[config.mk]
export PLATFORM = sky130hd
export DESIGN_NAME = stack_frame_ctrl_flat
export DESIGN_NICKNAME = d
export VERILOG_FILES = /design/src/rtl/stack_frame_ctrl_if.sv /design/src/rtl/stack_frame_ctrl.sv /design/src/flat_wrapper.sv
export SDC_FILE = /design/constraint.sdc
export NUM_CORES = 1
export LEC_CHECK = 0
export ABC_AREA = 1
export ABC_CLOCK_PERIOD_IN_PS = 2000
export CAP_MARGIN = 30
export CORE_MARGIN = 4
export CORE_UTILIZATION = 25
export CTS_BUF_LIST = sky130_fd_sc_hd__clkbuf_8
export DETAILED_ROUTE_END_ITERATION = 8
export PLACE_DENSITY = 0.56
export SETUP_SLACK_MARGIN = 0.3
export SYNTH_ARGS = -nofsm -noshare
export SYNTH_HDL_FRONTEND = slang
export SYNTH_SLANG_ARGS = --single-unit
[constraint.sdc]
create_clock -name clk -period 2 [get_ports clk]
set_input_delay 0.6 -clock clk [delete_from_list [all_inputs] [get_ports clk]]
set_output_delay 0.6 -clock clk [all_outputs]
set_load 0.01 [all_outputs]
[src/rtl/stack_frame_ctrl_if.sv]
// Command handshake between a frame-control client and stack_frame_ctrl.
interface stack_frame_ctrl_if #(
    parameter int DEPTH = 2
);
    logic             cmd_valid;
    logic             cmd_ready;
    logic             cmd;
    logic [DEPTH:0]   cmd_n;
    logic             done;
    logic [1:0]       err;

    modport master (
        output cmd_valid, cmd, cmd_n,
        input  cmd_ready, done, err
    );

    modport slave (
        input  cmd_valid, cmd, cmd_n,
        output cmd_ready, done, err
    );
endinterface

[src/rtl/stack_frame_ctrl.sv]
// CALL/RET frame controller driving a SuperStack's limits and index-reset ops.
// Define STACK_FRAME_STATS_EN to add the max_depth high-water-mark output.
module stack_frame_ctrl #(
    parameter int WIDTH  = 8,
    parameter int DEPTH  = 2,
    parameter int FRAMES = 4
) (
    input  logic                          clk,
    input  logic                          reset,
    stack_frame_ctrl_if.slave             cmd_if,
    input  logic [DEPTH:0]                stk_index,
    input  logic [WIDTH-1:0]              stk_tos,
    output logic [2:0]                    stk_op,
    output logic [WIDTH-1:0]              stk_data,
    output logic [DEPTH:0]                stk_offset,
    output logic [DEPTH:0]                stk_underflow_limit,
    output logic [DEPTH:0]                stk_upper_limit,
`ifdef STACK_FRAME_STATS_EN
    output logic [$clog2(FRAMES+1)-1:0]   max_depth,
`endif
    output logic [$clog2(FRAMES+1)-1:0]   frame_depth
);
    localparam int IW = DEPTH + 1;
    localparam int FW = $clog2(FRAMES + 1);

    localparam logic [2:0] OP_NONE              = 3'd0;
    localparam logic [2:0] OP_INDEX_RESET       = 3'd5;
    localparam logic [2:0] OP_INDEX_RESET_PUSH  = 3'd6;

    localparam logic [1:0] ERR_NONE      = 2'd0;
    localparam logic [1:0] ERR_OVERFLOW  = 2'd1;
    localparam logic [1:0] ERR_UNDERFLOW = 2'd2;
    localparam logic [1:0] ERR_BAD_ARGS  = 2'd3;

    typedef enum logic [2:0] {
        S_IDLE,
        S_CALL_APPLY,
        S_RET_CAPTURE,
        S_RET_ISSUE,
        S_DONE
    } state_t;

    state_t          state;
    logic [IW-1:0]   limit;
    logic [IW-1:0]   n_q;
    logic [IW-1:0]   avail;
    logic [1:0]      chk_err;
    // frame_depth doubles as the LIFO pointer; storage is padded to a power of two.
    logic [IW-1:0]   lifo [2**FW];

    assign stk_underflow_limit = limit;
    assign stk_upper_limit     = limit;
    assign avail               = stk_index - limit;

    always_comb begin
        chk_err = ERR_NONE;
        if (!cmd_if.cmd) begin
            if (frame_depth == FW'(FRAMES))
                chk_err = ERR_OVERFLOW;
            else if (cmd_if.cmd_n > avail)
                chk_err = ERR_BAD_ARGS;
        end else begin
            if (frame_depth == '0)
                chk_err = ERR_UNDERFLOW;
            else if (cmd_if.cmd_n > IW'(1) || cmd_if.cmd_n > avail)
                chk_err = ERR_BAD_ARGS;
        end
    end

    always_ff @(posedge clk) begin
        if (state == S_CALL_APPLY)
            lifo[frame_depth] <= limit;
    end

    always_ff @(posedge clk or negedge reset) begin
        if (!reset) begin
            state            <= S_IDLE;
            limit            <= '0;
            n_q              <= '0;
            frame_depth      <= '0;
            stk_op           <= OP_NONE;
            stk_data         <= '0;
            stk_offset       <= '0;
            cmd_if.done      <= 1'b0;
            cmd_if.err       <= ERR_NONE;
            cmd_if.cmd_ready <= 1'b1;
`ifdef STACK_FRAME_STATS_EN
            max_depth        <= '0;
`endif
        end else begin
            cmd_if.done <= 1'b0;
            case (state)
                S_IDLE: begin
                    if (cmd_if.cmd_valid) begin
                        n_q              <= cmd_if.cmd_n;
                        cmd_if.err       <= chk_err;
                        cmd_if.cmd_ready <= 1'b0;
                        if (chk_err != ERR_NONE) begin
                            state       <= S_DONE;
                            cmd_if.done <= 1'b1;
                        end else if (cmd_if.cmd) begin
                            state <= S_RET_CAPTURE;
                        end else begin
                            state <= S_CALL_APPLY;
                        end
                    end
                end
                S_CALL_APPLY: begin
                    limit       <= stk_index - n_q;
                    frame_depth <= frame_depth + FW'(1);
`ifdef STACK_FRAME_STATS_EN
                    if (frame_depth >= max_depth)
                        max_depth <= frame_depth + FW'(1);
`endif
                    state       <= S_DONE;
                    cmd_if.done <= 1'b1;
                end
                // Outputs for RET_ISSUE are registered here, so stk_data is the TOS latch.
                S_RET_CAPTURE: begin
                    stk_op      <= (n_q == IW'(1)) ? OP_INDEX_RESET_PUSH : OP_INDEX_RESET;
                    stk_data    <= (n_q == IW'(1)) ? stk_tos : '0;
                    stk_offset  <= limit;
                    limit       <= lifo[frame_depth - FW'(1)];
                    frame_depth <= frame_depth - FW'(1);
                    state       <= S_RET_ISSUE;
                end
                S_RET_ISSUE: begin
                    stk_op      <= OP_NONE;
                    stk_data    <= '0;
                    stk_offset  <= '0;
                    state       <= S_DONE;
                    cmd_if.done <= 1'b1;
                end
                S_DONE: begin
                    state            <= S_IDLE;
                    cmd_if.cmd_ready <= 1'b1;
                end
                default: state <= S_IDLE;
            endcase
        end
    end
endmodule

[src/flat_wrapper.sv]
// flat-port wrapper written by rule: the top's interface ports become plain ports
module stack_frame_ctrl_flat 
#(
    parameter int WIDTH  = 8,
    parameter int DEPTH  = 2,
    parameter int FRAMES = 4
)
  (clk, reset, stk_index, stk_tos, stk_op, stk_data, stk_offset, stk_underflow_limit, stk_upper_limit, frame_depth, cmd_if_cmd_valid, cmd_if_cmd, cmd_if_cmd_n, cmd_if_cmd_ready, cmd_if_done, cmd_if_err);
  stack_frame_ctrl_if #(.DEPTH(DEPTH)) cmd_if_i ();
  input  logic clk;
  input  logic reset;
  input  logic [DEPTH:0] stk_index;
  input  logic [WIDTH-1:0] stk_tos;
  output logic [2:0] stk_op;
  output logic [WIDTH-1:0] stk_data;
  output logic [DEPTH:0] stk_offset;
  output logic [DEPTH:0] stk_underflow_limit;
  output logic [DEPTH:0] stk_upper_limit;
  output logic [$clog2(FRAMES+1)-1:0] frame_depth;
  input wire logic [$bits(cmd_if_i.cmd_valid)-1:0] cmd_if_cmd_valid;
  input wire logic [$bits(cmd_if_i.cmd)-1:0] cmd_if_cmd;
  input wire logic [$bits(cmd_if_i.cmd_n)-1:0] cmd_if_cmd_n;
  output wire logic [$bits(cmd_if_i.cmd_ready)-1:0] cmd_if_cmd_ready;
  output wire logic [$bits(cmd_if_i.done)-1:0] cmd_if_done;
  output wire logic [$bits(cmd_if_i.err)-1:0] cmd_if_err;
  assign cmd_if_i.cmd_valid = cmd_if_cmd_valid;
  assign cmd_if_i.cmd = cmd_if_cmd;
  assign cmd_if_i.cmd_n = cmd_if_cmd_n;
  assign cmd_if_cmd_ready = cmd_if_i.cmd_ready;
  assign cmd_if_done = cmd_if_i.done;
  assign cmd_if_err = cmd_if_i.err;
  stack_frame_ctrl #(.WIDTH(WIDTH), .DEPTH(DEPTH), .FRAMES(FRAMES)) u_core (.clk(clk), .reset(reset), .cmd_if(cmd_if_i), .stk_index(stk_index), .stk_tos(stk_tos), .stk_op(stk_op), .stk_data(stk_data), .stk_offset(stk_offset), .stk_underflow_limit(stk_underflow_limit), .stk_upper_limit(stk_upper_limit), .frame_depth(frame_depth));
endmodule
* After elaboration in Yosys (flattened, before gate mapping) *
Memory sizes are Yosys's and may differ from the RTL's.
Cells that the tools add are included.

word-level totals
  register bits = 30
  RAM bits = 24
  input port bits = 18
  logic and storage cells = 57
  memories = 1

memories
  name         words  width  read ports  clocked after Yosys merged registers in  wr ports  RTL line                RTL
  u_core.lifo  8      3      1           0                                        1         stack_frame_ctrl.sv:49  logic [IW-1:0] lifo [2**FW];

operators by class
  add/sub/neg operators = 4
  magnitude comparators = 2
  eq/ne operators = 7
  muxes and demuxes = 23
  reduce and logical (&&, ||, !) cells = 10

operators with widths
  operator             count
  $pmux 3 s2           4
  $pmux 8 s2           1
  $mux 2               7
  $pmux 3 s3           1
  $mux 8               1
  $reduce_bool 2->1    4
  $eq 3x1->1 const B   2
  $eq 3x2->1 const B   2
  $eq 3x3->1 const B   2
  $logic_not 3->1      2
  $mux 3               2
  $sub 3x3->3          2
  $mux 1               5
  $pmux 1 s2           2
  $reduce_and 2->1     2
  $add 3x1->3 const B  1
  $gt 3x1->1 const B   1
  $gt 3x3->1           1
  $sub 3x1->3 const B  1
  $ne 2x2->1 const B   1
  $reduce_or 2->1      1
  $logic_or 1x1->1     1

* Logic depth before layout (Yosys ltp) *
Gate-level depths: netlist of run 1.

  word-level depth = 10
  depth in mapped cells = 14

* Least setup slack after synthesis of run 1 *
No wires, ideal clock.

  kind = input to register
  start point = input stk_index[0]
  end point = register u_core.cmd_if.done
  data arrival time = 2.212 ns
  required time = 1.874 ns
  path slack = -0.338 ns
  stages = 14
  cell sequence = inv_1 ha_1 inv_1 fa_1 xnor2_1 ha_1 a21oi_1 nand2_1 nand2_1 nand2_1 nand2_1 nand2_1 nand2_1 nand3_1

between the ends
  longest elaborated chain between the ends = 10
  elaborated cells on any way between the ends = 12
  classes of those cells = add/sub (1); order compare (1); mux (8); reduce/logical (2)

ends and longest elaborated chain
  what                   RTL line                                        RTL
  start, declared        flat_wrapper.sv:12                              input logic [DEPTH:0] stk_index;
  $sub 3x3->3 (*)        stack_frame_ctrl.sv:53                          assign avail = stk_index - limit;
  $gt 3x3->1 (*)         stack_frame_ctrl.sv:60, stack_frame_ctrl.sv:65
  $logic_or 1x1->1       stack_frame_ctrl.sv:65                          else if (cmd_if.cmd_n > IW'(1) || cmd_if.cmd_n > avail)
  $mux 2                 stack_frame_ctrl.sv:65
  $mux 2                 stack_frame_ctrl.sv:63                          if (frame_depth == '0)
  $mux 2 (*)             stack_frame_ctrl.sv:57                          if (!cmd_if.cmd) begin
  $reduce_bool 2->1 (*)  stack_frame_ctrl.sv:98                          if (chk_err != ERR_NONE) begin
  $mux 1 (*)             stack_frame_ctrl.sv:98
  $mux 1 (*)             stack_frame_ctrl.sv:94                          if (cmd_if.cmd_valid) begin
  $pmux 1 s2 (*)         stack_frame_ctrl.sv:92                          case (state)
  end signal, assigned   stack_frame_ctrl.sv:91                          cmd_if.done <= 1'b0;
  end signal, assigned   stack_frame_ctrl.sv:100                         cmd_if.done <= 1'b1;
  end signal, assigned   stack_frame_ctrl.sv:116                         cmd_if.done <= 1'b1;
  end, declared          stack_frame_ctrl_if.sv:19                       output cmd_ready, done, err

Mark *: on every way between the ends. The rest lies on a longest branch, timed or not.
A chain may end at the register's enable or synchronous reset.

* Worst setup path in the final report of run 1 *
Ends and elaborated chain as after synthesis.

==> flow_metrics.py, run 1 <==
metrics = {
    "routing": {
        "drcViolationCount": 0,
        "detail_route.vias_per_cell": 4.40,
        "drt-initial-drc-count": 144,
        "route.antenna.remaining_nets": 0,
        "num_vias": 2045,
        "routed_wirelength_um": 6270,
        "firstDrtPassIters": 4,
        "per_cell_routed_wire_length_um": 13.5,
    },
    "clock_network": {
        "cts.path.max_buffers": 2,
        "clock_tree_from_tritoncts": "done",
        "clockRootBuffer": "sky130_fd_sc_hd__clkbuf_8",
        "clkSinkCount": 54,
        "cts_inserted_buffers": 5,
        "worst_setup_hold_path_clk_slew_ns": 0.09,
        "cts_hold_repair.buffers": 0,
        "clk_latency_ns": 0.30,
        "cts-htree-levels": 2,
    },
    "timing": {
        "max_clock_freq_ghz": 0.470,
        "finalHoldViolations": 0,
        "maxSlewViolCount": 0,
        "setup_repair_after_global_routing_missed_its_margin": "true",
        "maxSlewHeadroom_pct": 66.9,
        "timing.final.crit_share_pct": 106,
        "finalCriticalPeriod_ns": 2.13,
        "finalClockSkew_ns": 0.00962,
        "final_critical_path_setup_slack_ns": -0.126,
        "setup-tns-final_ns": -0.483,
        "finalSetupViolations": 6,
        "worst_max_slew_pin_slew_ns": 0.496,
    },
    "synthesis": {
        "yosys_register_bits": 54,
        "yosysUniqueCellTypes": 33,
        "ys_async_sr_fraction_pct": 55.6,
        "synth_largest_area_cell": "sky130_fd_sc_hd__dfrtp_1",
        "synth.top_cells.by_area": "sky130_fd_sc_hd__dfrtp_1, sky130_fd_sc_hd__edfxtp_1, sky130_fd_sc_hd__nand2_1",
        "syn_area_mm2": 0.00259,
        "avgSynthCellArea_um2": 10.2,
        "synth_enable_flop_cells": 24,
        "post-synth-top-count-cell": "sky130_fd_sc_hd__nand2_1",
        "synthesis.yosys.warnings": 0,
        "syn-num-nets": 283,
        "synth_top_flop_cell": "sky130_fd_sc_hd__dfrtp_1",
        "post-synth-top-area-fraction_pct": 28.0,
        "synth_cells": 255,
        "synth-seq-area-share_pct": 56.9,
        "yosys-top-cells-count": "sky130_fd_sc_hd__nand2_1, sky130_fd_sc_hd__nor2_1, sky130_fd_sc_hd__dfrtp_1",
    },
    "floorplanning": {
        "io_pins": 45,
        "fp.dieArea_mm2": 0.0121,
        "coreArea_mm2": 0.00991,
        "starting_density_of_the_core_pct": 26.1,
        "rows": 36,
        "die-height_um": 110,
        "die_width_um": 110,
    },
    "global_route": {
        "first_global_vias": 2001,
        "grt_first_pass_wirelength_um": 10200,
        "grt_start_max_net_pins": 31,
        "global_route.overflow_total": 0,
        "grt.total_usage_pct": 10.8,
        "grt_antenna_before_repair": 0,
    },
    "outcome": {
        "failed_checks": "negative setup slack",
        "status": "finished, violations left",
    },
    "placement": {
        "place.detailed.instances": 440,
        "weighted_congestion_at_the_end_of_routability_driven_global_placement": 0.820,
        "port_buffers": 44,
        "pre_cts_slack_ns": -1.05,
        "hpwl_um": 4320,
    },
    "power_and_ir_drop": {
        "power_report.internal_total_w": 0.00317,
        "pwr-share-seq_pct": 32.4,
        "power_density_mw_per_mm2": 1440,
        "cellLeakagePower_nw": 1.66,
        "share_clk_of_total_power_pct": 11.6,
        "comb_power_share_pct": 55.9,
        "swShare_pct": 39.8,
        "switching_power_w": 0.00210,
        "peakVddDrop_mv": 0.555,
    },
    "finish": {
        "final_layout_size_suffix_gt1_share_pct": 28.3,
        "finish.cell_count_without_fillers": 465,
        "flow.area_growth_from_synthesis_pct": 40.8,
        "fin_nets": 359,
        "fillerInstances": 1002,
        "insertedDiodeCount": 0,
    },
    "worst_hold_path": {
        "hold_path_depth": 2,
        "hold_class": "reg -> reg",
    },
    "worst_setup_path": {
        "critPathArrivalTime_ns": 2.32,
        "worst_ep_required_time_ns": 2.20,
        "critical_path.startpoint_type": "input pin",
        "end_kind": "flop",
        "critical_path_class": "in -> reg",
        "reg2reg_depth": 13,
        "crit_fanout": 5,
    },
    "run": {
        "drv_cap": 0,
    },
}
[flip-flops by register name, indices dropped and copies added (netlist names)]
name / cells
u_core.stk_op: 3
u_core.stk_data: 8
u_core.cmd_if.done: 1
u_core.frame_depth: 3
u_core.cmd_if.cmd_ready: 1
u_core.cmd_if.err: 2
u_core.state: 3
u_core.stk_underflow_limit: 3
u_core.stk_offset: 3
u_core.lifo: 24
u_core.n_q: 3
[worst max-delay path, stage by stage]
cell and delay (ns):
sky130_fd_sc_hd__buf_8 0.11, sky130_fd_sc_hd__inv_12 0.04, sky130_fd_sc_hd__ha_4 0.12, sky130_fd_sc_hd__inv_2 0.03, sky130_fd_sc_hd__fa_2 0.34, sky130_fd_sc_hd__xnor2_2 0.19, sky130_fd_sc_hd__ha_4 0.24, sky130_fd_sc_hd__a21oi_2 0.11
sky130_fd_sc_hd__nand2_1 0.09, sky130_fd_sc_hd__nand2_2 0.12, sky130_fd_sc_hd__nand2_1 0.06, sky130_fd_sc_hd__nand2_1 0.06, sky130_fd_sc_hd__nand2_1 0.06, sky130_fd_sc_hd__nand2_2 0.08, sky130_fd_sc_hd__nand3_2 0.06
[layout make-up]
| class | instances | area, um^2 | area share [%] |
|---|---|---|---|
| well taps | 133 | 166 | 4.56 |
| repair buffers | 78 | 731 | 20.0 |
| clock inverters | 2 | 7.51 | 0.206 |
| clock buffers | 6 | 82.6 | 2.26 |
| inverters | 27 | 116 | 3.19 |
| flip-flops and latches | 54 | 1480 | 40.4 |
| multi-input cells | 165 | 1070 | 29.3 |
[final timing paths]
kind	end	slack, ns	from
worst min register to register	u_core.stk_op[2]$_DFFE_PN0P_	0.48	u_core.stk_op[2]$_DFFE_PN0P_
worst max register to register	u_core.cmd_if.done$_DFF_PN0_	-0.09	u_core.stk_underflow_limit[0]$_DFFE_PN0P_
worst max-delay path	u_core.cmd_if.done$_DFF_PN0_	-0.13	stk_index[0]
min in group asynchronous	u_core.stk_offset[0]$_DFFE_PN0P_	0.67	reset
worst min-delay path	u_core.stk_op[2]$_DFFE_PN0P_	0.48	u_core.stk_op[2]$_DFFE_PN0P_
max in group asynchronous	u_core.cmd_if.cmd_ready$_DFFE_PN1P_	1.00	reset
[power groups by stage]
stage	Sequential [W]	Clock (W)	Combinational (W)
after floorplan	0.00187	0	0.00140
after global placement	0.00175	0	0.00251
after detailed placement	0.00175	0	0.00254
after CTS	0.00171	0.000632	0.00266
after global routing	0.00175	0.000684	0.00331
final	0.00171	0.000613	0.00295
[layer usage]
layer  GRT usage [%]  wire (um)  share of wire (%)  vias to the layer above
met3            1.94        255                4.1                        9
li1                -          -                  -                      998
met1            15.1       2830                 45                      993
met5               0          0                  0                        -
met4            3.38        120                1.9                        0
met2            17.0       3070                 49                       45
[cell usage in the layout (no fill, tap or decap), types with 6 or more instances in the layout]
cell / instances
sky130_fd_sc_hd__nand2_1: 52
sky130_fd_sc_hd__nor2_1: 30
sky130_fd_sc_hd__dfrtp_1: 27
sky130_fd_sc_hd__edfxtp_1: 24
sky130_fd_sc_hd__buf_4: 23
sky130_fd_sc_hd__dlygate4sd2_1: 20
sky130_fd_sc_hd__inv_1: 19
sky130_fd_sc_hd__nand3_1: 14
sky130_fd_sc_hd__clkdlybuf4s50_1: 14
sky130_fd_sc_hd__o21ai_1: 11
sky130_fd_sc_hd__buf_6: 11
sky130_fd_sc_hd__inv_2: 8
sky130_fd_sc_hd__a32o_1: 8
sky130_fd_sc_hd__nand3_2: 7
sky130_fd_sc_hd__nand2_2: 7
sky130_fd_sc_hd__clkbuf_8: 6
[logic make-up after synthesis]
logic type               synth area share (%)
AO/OA/AOI/OAI                            8.99
XOR/XNOR                                 1.98
adder cells (fa/ha/maj)                  5.41
buffers and inverters                    6.76
flip-flops                               56.9
AND/OR/NAND/NOR                          20.0
[per-stage QoR]
step                      util [%]  instance area [um^2]  power [W]  hold slack, ns
after floorplan                  -                  2620    0.00327           0.304
after global placement        33.2                  3290    0.00426           0.468
after detailed placement      33.2                  3290    0.00429           0.466
after CTS                     35.3                  3500    0.00500           0.486
after global routing          36.8                  3650    0.00574           0.522
final                         36.8                  3650    0.00527           0.481
[timing repair]
action / in CTS / in global routing
resized for setup: 71 / 23
pin swaps: 13 / 13
setup endpoints to repair: 36 / 14
setup buffers: 9 / 7
cloned: 0 / 1
Power figures use the tool's default switching activity.
==> inputs of run 2 (changes only) <==
--- a/config.mk
+++ b/config.mk
@@ -7,11 +7,10 @@
 export LEC_CHECK = 0
 export ABC_AREA = 1
 export ABC_CLOCK_PERIOD_IN_PS = 2000
-export CAP_MARGIN = 30
-export CORE_MARGIN = 4
 export CORE_UTILIZATION = 25
 export CTS_BUF_LIST = sky130_fd_sc_hd__clkbuf_8
 export DETAILED_ROUTE_END_ITERATION = 8
+export MAX_ROUTING_LAYER = met4
 export PLACE_DENSITY = 0.56
 export SETUP_SLACK_MARGIN = 0.3
 export SYNTH_ARGS = -nofsm -noshare
==> run 2 against run 1 <==
The flow still finishes with violations (negative setup slack). Maximum frequency increased by 0.11%. Sequential power about the same. Via count hardly changed. Register-to-register slack lost 0.02 ns. Count of clock-buffer cells in the layout fell by 1. Wire length is 0.56% lower. Utilization fell by 0.15 points. Power is 0.93% higher. Critical path type unchanged. Critical endpoint unchanged. Largest power group unchanged.
==> flow_metrics.py, run 2 (synthesis results as in run 1) <==
metrics = {
    "outcome": {
        "status": "finished, violations left",
        "failed_checks": "negative setup slack",
    },
    "worst_hold_path": {
        "min-delay-start": "u_core.cmd_if.err[1]$_DFFE_PN0P_",
        "hold_path_depth": 2,
        "hold_class": "reg -> reg",
        "timing.hold.worst_endpoint": "u_core.cmd_if.err[1]$_DFFE_PN0P_",
    },
    "routing": {
        "routed_wirelength_um": 6240,
        "route.antenna.remaining_nets": 0,
        "drcViolationCount": 0,
        "num_vias": 2043,
        "detail_route.vias_per_cell": 4.40,
        "drt-initial-drc-count": 127,
        "firstDrtPassIters": 4,
        "per_cell_routed_wire_length_um": 13.4,
    },
    "worst_setup_path": {
        "critPathArrivalTime_ns": 2.33,
        "worst_ep_required_time_ns": 2.21,
        "critical_path.startpoint_type": "input pin",
        "r2r_slack_ns": -0.11,
        "end_kind": "flop",
        "worst_r2r_startpoint": "u_core.stk_underflow_limit[0]$_DFFE_PN0P_",
        "worstReg2RegEnd": "u_core.cmd_if.done$_DFF_PN0_",
        "crit_fanout": 5,
        "reg2reg_depth": 13,
        "critical_path_class": "in -> reg",
    },
    "finish": {
        "flow.area_growth_from_synthesis_pct": 40.2,
        "most_frequent_cells_in_the_layout": "sky130_fd_sc_hd__nand2_1, sky130_fd_sc_hd__nor2_1, sky130_fd_sc_hd__dfrtp_1",
        "reg_top3": "u_core.lifo x24, u_core.stk_data x8",
        "finish.cell_count_without_fillers": 464,
        "layout_commonest_cell": "sky130_fd_sc_hd__nand2_1",
        "fin_nets": 358,
        "registers.top_by_ff_count": "u_core.lifo",
        "final_layout_size_suffix_gt1_share_pct": 28.1,
        "insertedDiodeCount": 0,
        "largest_register_ffs": 24,
    },
    "timing": {
        "maxSlewHeadroom_pct": 69.4,
        "timing.final.crit_share_pct": 106,
        "finalClockSkew_ns": 0.00804,
        "final_critical_path_setup_slack_ns": -0.123,
        "setup_repair_after_global_routing_missed_its_margin": "true",
        "finalCriticalPeriod_ns": 2.12,
        "max_clock_freq_ghz": 0.471,
        "finalHoldViolations": 0,
        "finalSetupViolations": 6,
        "hold-worst-slack_ns": 0.484,
        "maxSlewViolCount": 0,
        "worst_max_slew_pin_slew_ns": 0.458,
    },
    "clock_network": {
        "cts_hold_repair.buffers": 0,
        "clk_latency_ns": 0.31,
        "clkSinkCount": 54,
        "cts.path.max_buffers": 2,
        "clockRootBuffer": "sky130_fd_sc_hd__clkbuf_8",
        "worst_setup_hold_path_clk_slew_ns": 0.10,
        "cts-htree-levels": 2,
        "clock_tree_from_tritoncts": "done",
        "cts_inserted_buffers": 5,
    },
    "placement": {
        "place.detailed.instances": 440,
        "weighted_congestion_at_the_end_of_routability_driven_global_placement": 0.823,
        "pre_cts_slack_ns": -1.04,
        "port_buffers": 44,
        "hpwl_um": 4290,
    },
    "power_and_ir_drop": {
        "peakVddDrop_mv": 0.559,
        "power_density_mw_per_mm2": 1460,
        "cellLeakagePower_nw": 1.62,
    },
    "global_route": {
        "grt_start_max_net_pins": 31,
        "first_global_vias": 2008,
        "grt.total_usage_pct": 12.4,
        "grt_antenna_before_repair": 0,
        "grt_first_pass_wirelength_um": 10200,
        "global_route.overflow_total": 0,
    },
    "run": {
        "drv_cap": 0,
    },
    "floorplanning": {
        "rows": 36,
        "die-height_um": 104,
        "fp.dieArea_mm2": 0.0108,
        "die_width_um": 104,
        "coreArea_mm2": 0.00991,
        "starting_density_of_the_core_pct": 26.1,
        "io_pins": 45,
    },
}
[run 2: changes by cell type in the layout (fill, tap and decap cells not counted), moves of 3 or more]
| cell | change |
|---|---|
| sky130_fd_sc_hd__nor2_1 | -3 |
| sky130_fd_sc_hd__nor2_2 | +3 |
| sky130_fd_sc_hd__buf_6 | +3 |
| sky130_fd_sc_hd__nand3_1 | +3 |
| sky130_fd_sc_hd__inv_1 | -3 |
| sky130_fd_sc_hd__nand3_2 | -3 |
[run 2: report_power, final]
| group | leakage (nW) | switching (W) | internal, W |
|---|---|---|---|
| Clock | 0.0451 | 0.000382 | 0.000252 |
| Combinational | 0.988 | 0.00159 | 0.00139 |
| Sequential | 0.591 | 0.000183 | 0.00152 |
[run 2: metal layers]
metal  global-route usage [%]  routed length, um  vias to the layer above
li1                         -                  -                     1000
met1                     15.5               2880                      997
met2                     20.6               3040                       40
met3                     1.89                227                        6
met4                     3.88                 85                        0
met5                        -                  0                        -
[run 2: worst max-delay path by stage]
| stage | startpoint | end | slack (ns) | cells past startpoint |
|---|---|---|---|---|
| 3_3_place_gp | stk_index[0] | u_core.cmd_if.done$_DFF_PN0_ | -1.01 | 15 |
| 2_1_floorplan | stk_index[0] | u_core.cmd_if.done$_DFF_PN0_ | -0.31 | 14 |
| 6_report | stk_index[0] | u_core.cmd_if.done$_DFF_PN0_ | -0.12 | 15 |
| 5_1_grt | u_core.stk_underflow_limit[0]$_DFFE_PN0P_ | u_core.cmd_if.done$_DFF_PN0_ | -0.24 | 13 |
| 4_1_cts | stk_index[0] | u_core.cmd_if.done$_DFF_PN0_ | -0.12 | 15 |
| 3_5_place_dp | stk_index[0] | u_core.cmd_if.done$_DFF_PN0_ | -1.04 | 15 |
[run 2: area by class of cell]
cell class / instances / area (um^2)
fillers: 1020 / 6280
flip-flops and latches: 54 / 1480
multi-input cells: 165 / 1050
repair buffers: 77 / 724
well taps: 133 / 166
inverters: 27 / 123
clock buffers: 5 / 68.8
clock inverters: 3 / 22.5
[run 2: critical path: stages]
cell and delay, ns:
sky130_fd_sc_hd__buf_8 0.11, sky130_fd_sc_hd__inv_12 0.04, sky130_fd_sc_hd__ha_4 0.12, sky130_fd_sc_hd__inv_2 0.03, sky130_fd_sc_hd__fa_2 0.34, sky130_fd_sc_hd__xnor2_2 0.15, sky130_fd_sc_hd__ha_1 0.31, sky130_fd_sc_hd__a21oi_1 0.14
sky130_fd_sc_hd__nand2_1 0.09, sky130_fd_sc_hd__nand2_2 0.10, sky130_fd_sc_hd__nand2_1 0.06, sky130_fd_sc_hd__nand2_1 0.05, sky130_fd_sc_hd__nand2_1 0.06, sky130_fd_sc_hd__nand2_2 0.07, sky130_fd_sc_hd__nand3_1 0.06
[run 2: stage by stage]
step	TNS [ns]	power, W	util (%)	cell area (um^2)
6_report	-0.484	0.00532	36.7	3630
2_1_floorplan	-1.54	0.00327	-	2620
3_3_place_gp	-6.77	0.00424	33.2	3290
3_5_place_dp	-6.99	0.00428	33.2	3290
5_1_grt	-1.10	0.00573	36.7	3630
4_1_cts	-0.437	0.00507	35.6	3520
[run 2: timing repair]
item / in CTS / in global routing
buffers inserted: 11 / 5
hold endpoints to repair: 0 / 0
gates resized for setup: 83 / 19
endpoints found under the setup margin: 36 / 19
gates cloned: 0 / 0
pin swaps: 13 / 6
==> inputs of run 3 (changes only) <==
--- a/config.mk
+++ b/config.mk
@@ -6,13 +6,14 @@
 export NUM_CORES = 1
 export LEC_CHECK = 0
 export ABC_AREA = 1
-export ABC_CLOCK_PERIOD_IN_PS = 2000
+export ABC_CLOCK_PERIOD_IN_PS = 2540
 export CORE_UTILIZATION = 25
 export CTS_BUF_LIST = sky130_fd_sc_hd__clkbuf_8
 export DETAILED_ROUTE_END_ITERATION = 8
 export MAX_ROUTING_LAYER = met4
-export PLACE_DENSITY = 0.56
+export PLACE_DENSITY = 0.55
 export SETUP_SLACK_MARGIN = 0.3
+export SLEW_MARGIN = 20
 export SYNTH_ARGS = -nofsm -noshare
 export SYNTH_HDL_FRONTEND = slang
 export SYNTH_SLANG_ARGS = --single-unit
==> constraint.sdc (replaced) <==
create_clock -name clk -period 2.54 [get_ports clk]
set_input_delay 0.762 -clock clk [delete_from_list [all_inputs] [get_ports clk]]
set_output_delay 0.762 -clock clk [all_outputs]
set_load 0.01 [all_outputs]
==> run 3 against run 2 <==
The flow now finishes without violations. Clock skew shrank 0.0033 ns. Cell count fell by 4.5%. Largest cell class unchanged. Clock power fell by 24%. Highest routed layer unchanged. Setup slack better by 0.38 ns. Utilization decreased by 2.1 points. Critical path depth is 2 lower. Final area fell by 5.8%. Largest power group unchanged. Power down 25%. Register-to-register slack better by 0.54 ns.
==> flow_metrics.py, run 3 (synthesis results as in run 1) <==
metrics = {
    "outcome": {
        "status": "finished, final reports clean",
    },
    "global_route": {
        "grt_first_pass_wirelength_um": 9700,
        "grt.total_usage_pct": 11.6,
        "grt_start_max_net_pins": 31,
        "grt_antenna_before_repair": 0,
        "first_global_vias": 1957,
        "global_route.overflow_total": 0,
    },
    "floorplanning": {
        "fp.dieArea_mm2": 0.0108,
        "coreArea_mm2": 0.00991,
        "starting_density_of_the_core_pct": 26.1,
        "rows": 36,
        "die-height_um": 104,
        "die_width_um": 104,
        "io_pins": 45,
    },
    "worst_hold_path": {
        "hold_class": "reg -> reg",
        "hold_path_depth": 2,
    },
    "finish": {
        "largest_register_ffs": 24,
        "final_layout_size_suffix_gt1_share_pct": 18.1,
        "final_util_pct": 34.5,
        "most_frequent_cells_in_the_layout": "sky130_fd_sc_hd__nand2_1, sky130_fd_sc_hd__clkdlybuf4s50_1, sky130_fd_sc_hd__nor2_1",
        "flow.area_growth_from_synthesis_pct": 32.2,
        "reg_top3": "u_core.lifo x24, u_core.stk_data x8",
        "fin_nets": 337,
        "finish.cell_count_without_fillers": 443,
        "registers.top_by_ff_count": "u_core.lifo",
        "insertedDiodeCount": 0,
        "layout_commonest_cell": "sky130_fd_sc_hd__nand2_1",
    },
    "worst_setup_path": {
        "crit_fanout": 5,
        "end_kind": "flop",
        "reg2reg_depth": 11,
        "worst_ep_required_time_ns": 2.73,
        "r2r_slack_ns": 0.43,
        "critPathArrivalTime_ns": 2.47,
        "critical_path.startpoint_type": "input pin",
        "critical_path_class": "in -> reg",
    },
    "timing": {
        "setup_repair_after_global_routing_missed_its_margin": "true",
        "max_clock_freq_ghz": 0.438,
        "finalCriticalPeriod_ns": 2.29,
        "timing.final.crit_share_pct": 90.0,
        "worst_max_slew_pin_slew_ns": 0.458,
        "finalSetupViolations": 0,
        "maxSlewViolCount": 0,
        "setup-tns-final_ns": 0,
        "finalClockSkew_ns": 0.00470,
        "finalHoldViolations": 0,
        "maxSlewHeadroom_pct": 69.4,
    },
    "routing": {
        "route.antenna.remaining_nets": 0,
        "firstDrtPassIters": 4,
        "num_vias": 1936,
        "per_cell_routed_wire_length_um": 13.3,
        "routed_wirelength_um": 5890,
        "detail_route.vias_per_cell": 4.37,
        "drcViolationCount": 0,
        "drt-initial-drc-count": 69,
    },
    "power_and_ir_drop": {
        "peakVddDrop_mv": 0.380,
        "p_total_w": 0.00396,
        "cellLeakagePower_nw": 1.46,
        "power_density_mw_per_mm2": 1160,
    },
    "placement": {
        "port_buffers": 44,
        "weighted_congestion_at_the_end_of_routability_driven_global_placement": 0.812,
        "hpwl_um": 4120,
        "place.detailed.instances": 433,
    },
    "clock_network": {
        "clock_tree_from_tritoncts": "done",
        "cts_inserted_buffers": 5,
        "worst_setup_hold_path_clk_slew_ns": 0.09,
        "clkSinkCount": 54,
        "clk_latency_ns": 0.30,
        "clockRootBuffer": "sky130_fd_sc_hd__clkbuf_8",
        "cts.path.max_buffers": 2,
        "cts_hold_repair.buffers": 0,
        "cts-htree-levels": 2,
    },
    "run": {
        "drv_cap": 0,
    },
}
[run 3: changes by cell type in the layout (fill, tap and decap cells not counted), moves of 3 or more]
cell	delta
sky130_fd_sc_hd__buf_4	-11
sky130_fd_sc_hd__buf_6	-12
sky130_fd_sc_hd__clkdlybuf4s50_1	+26
sky130_fd_sc_hd__dlygate4sd2_1	-20
sky130_fd_sc_hd__inv_1	+5
sky130_fd_sc_hd__nor2_1	+3
sky130_fd_sc_hd__nor2_2	-3
[run 3: metal layers]
metal	part of all wire [%]	vias to the layer above	track usage, %
met2	47	39	18.0
met3	3.5	5	1.83
met1	49	939	15.5
met4	1.4	0	4.08
li1	-	953	-
met5	0	-	-
[run 3: repair_timing]
| action | CTS | global route |
|---|---|---|
| endpoints found under the setup margin | 14 | 10 |
| pin swaps | 9 | 4 |
| setup buffers | 2 | 0 |
| hold endpoints to repair | 0 | 0 |
| gates resized for setup | 18 | 11 |
[run 3: power by group]
| part | total [W] | leakage [nW] | internal, W | switching (W) |
|---|---|---|---|---|
| registers | 0.00140 | 0.590 | 0.00120 | 0.000206 |
| logic | 0.00208 | 0.815 | 0.000978 | 0.00110 |
| clock network | 0.000482 | 0.0524 | 0.000217 | 0.000266 |
[run 3: cell type report]
type	instances	area, um^2
flip-flops and latches	54	1480
fillers	1056	6490
clock buffers	6	82.6
inverters	27	116
multi-input cells	165	1030
well taps	133	166
clock inverters	2	8.76
repair buffers	56	539
[run 3: through the flow]
step	hold slack [ns]	cell area, um^2	worst slack, ns
floorplan	0.466	2620	0.0681
global placement	0.468	3230	-0.626
detailed placement	0.477	3230	-0.683
CTS	0.501	3370	0.249
global route	0.515	3420	0.144
finish	0.493	3420	0.255
[run 3: worst paths after layout]
| check | from | end |
|---|---|---|
| worst max register to register | u_core.stk_underflow_limit[0]$_DFFE_PN0P_ | u_core.cmd_if.done$_DFF_PN0_ |
| max in group asynchronous | reset | u_core.cmd_if.cmd_ready$_DFFE_PN1P_ |
| worst min-delay path | u_core.stk_op[2]$_DFFE_PN0P_ | u_core.stk_op[2]$_DFFE_PN0P_ |
| worst max-delay path | stk_index[0] | u_core.cmd_if.done$_DFF_PN0_ |
| min in group asynchronous | reset | u_core.stk_data[1]$_DFFE_PN0P_ |
| worst min register to register | u_core.stk_op[2]$_DFFE_PN0P_ | u_core.stk_op[2]$_DFFE_PN0P_ |
[run 3: worst max-delay path: stages]
cell                      delay (ns)
sky130_fd_sc_hd__buf_8          0.11
sky130_fd_sc_hd__inv_12         0.04
sky130_fd_sc_hd__ha_4           0.11
sky130_fd_sc_hd__inv_2          0.03
sky130_fd_sc_hd__fa_2           0.34
sky130_fd_sc_hd__xnor2_2        0.19
sky130_fd_sc_hd__ha_4           0.25
sky130_fd_sc_hd__a21oi_2        0.14
sky130_fd_sc_hd__nand2_2        0.09
sky130_fd_sc_hd__nand2_4        0.09
sky130_fd_sc_hd__nand3_1        0.06
sky130_fd_sc_hd__nand3_1        0.16
sky130_fd_sc_hd__nand3_2        0.09
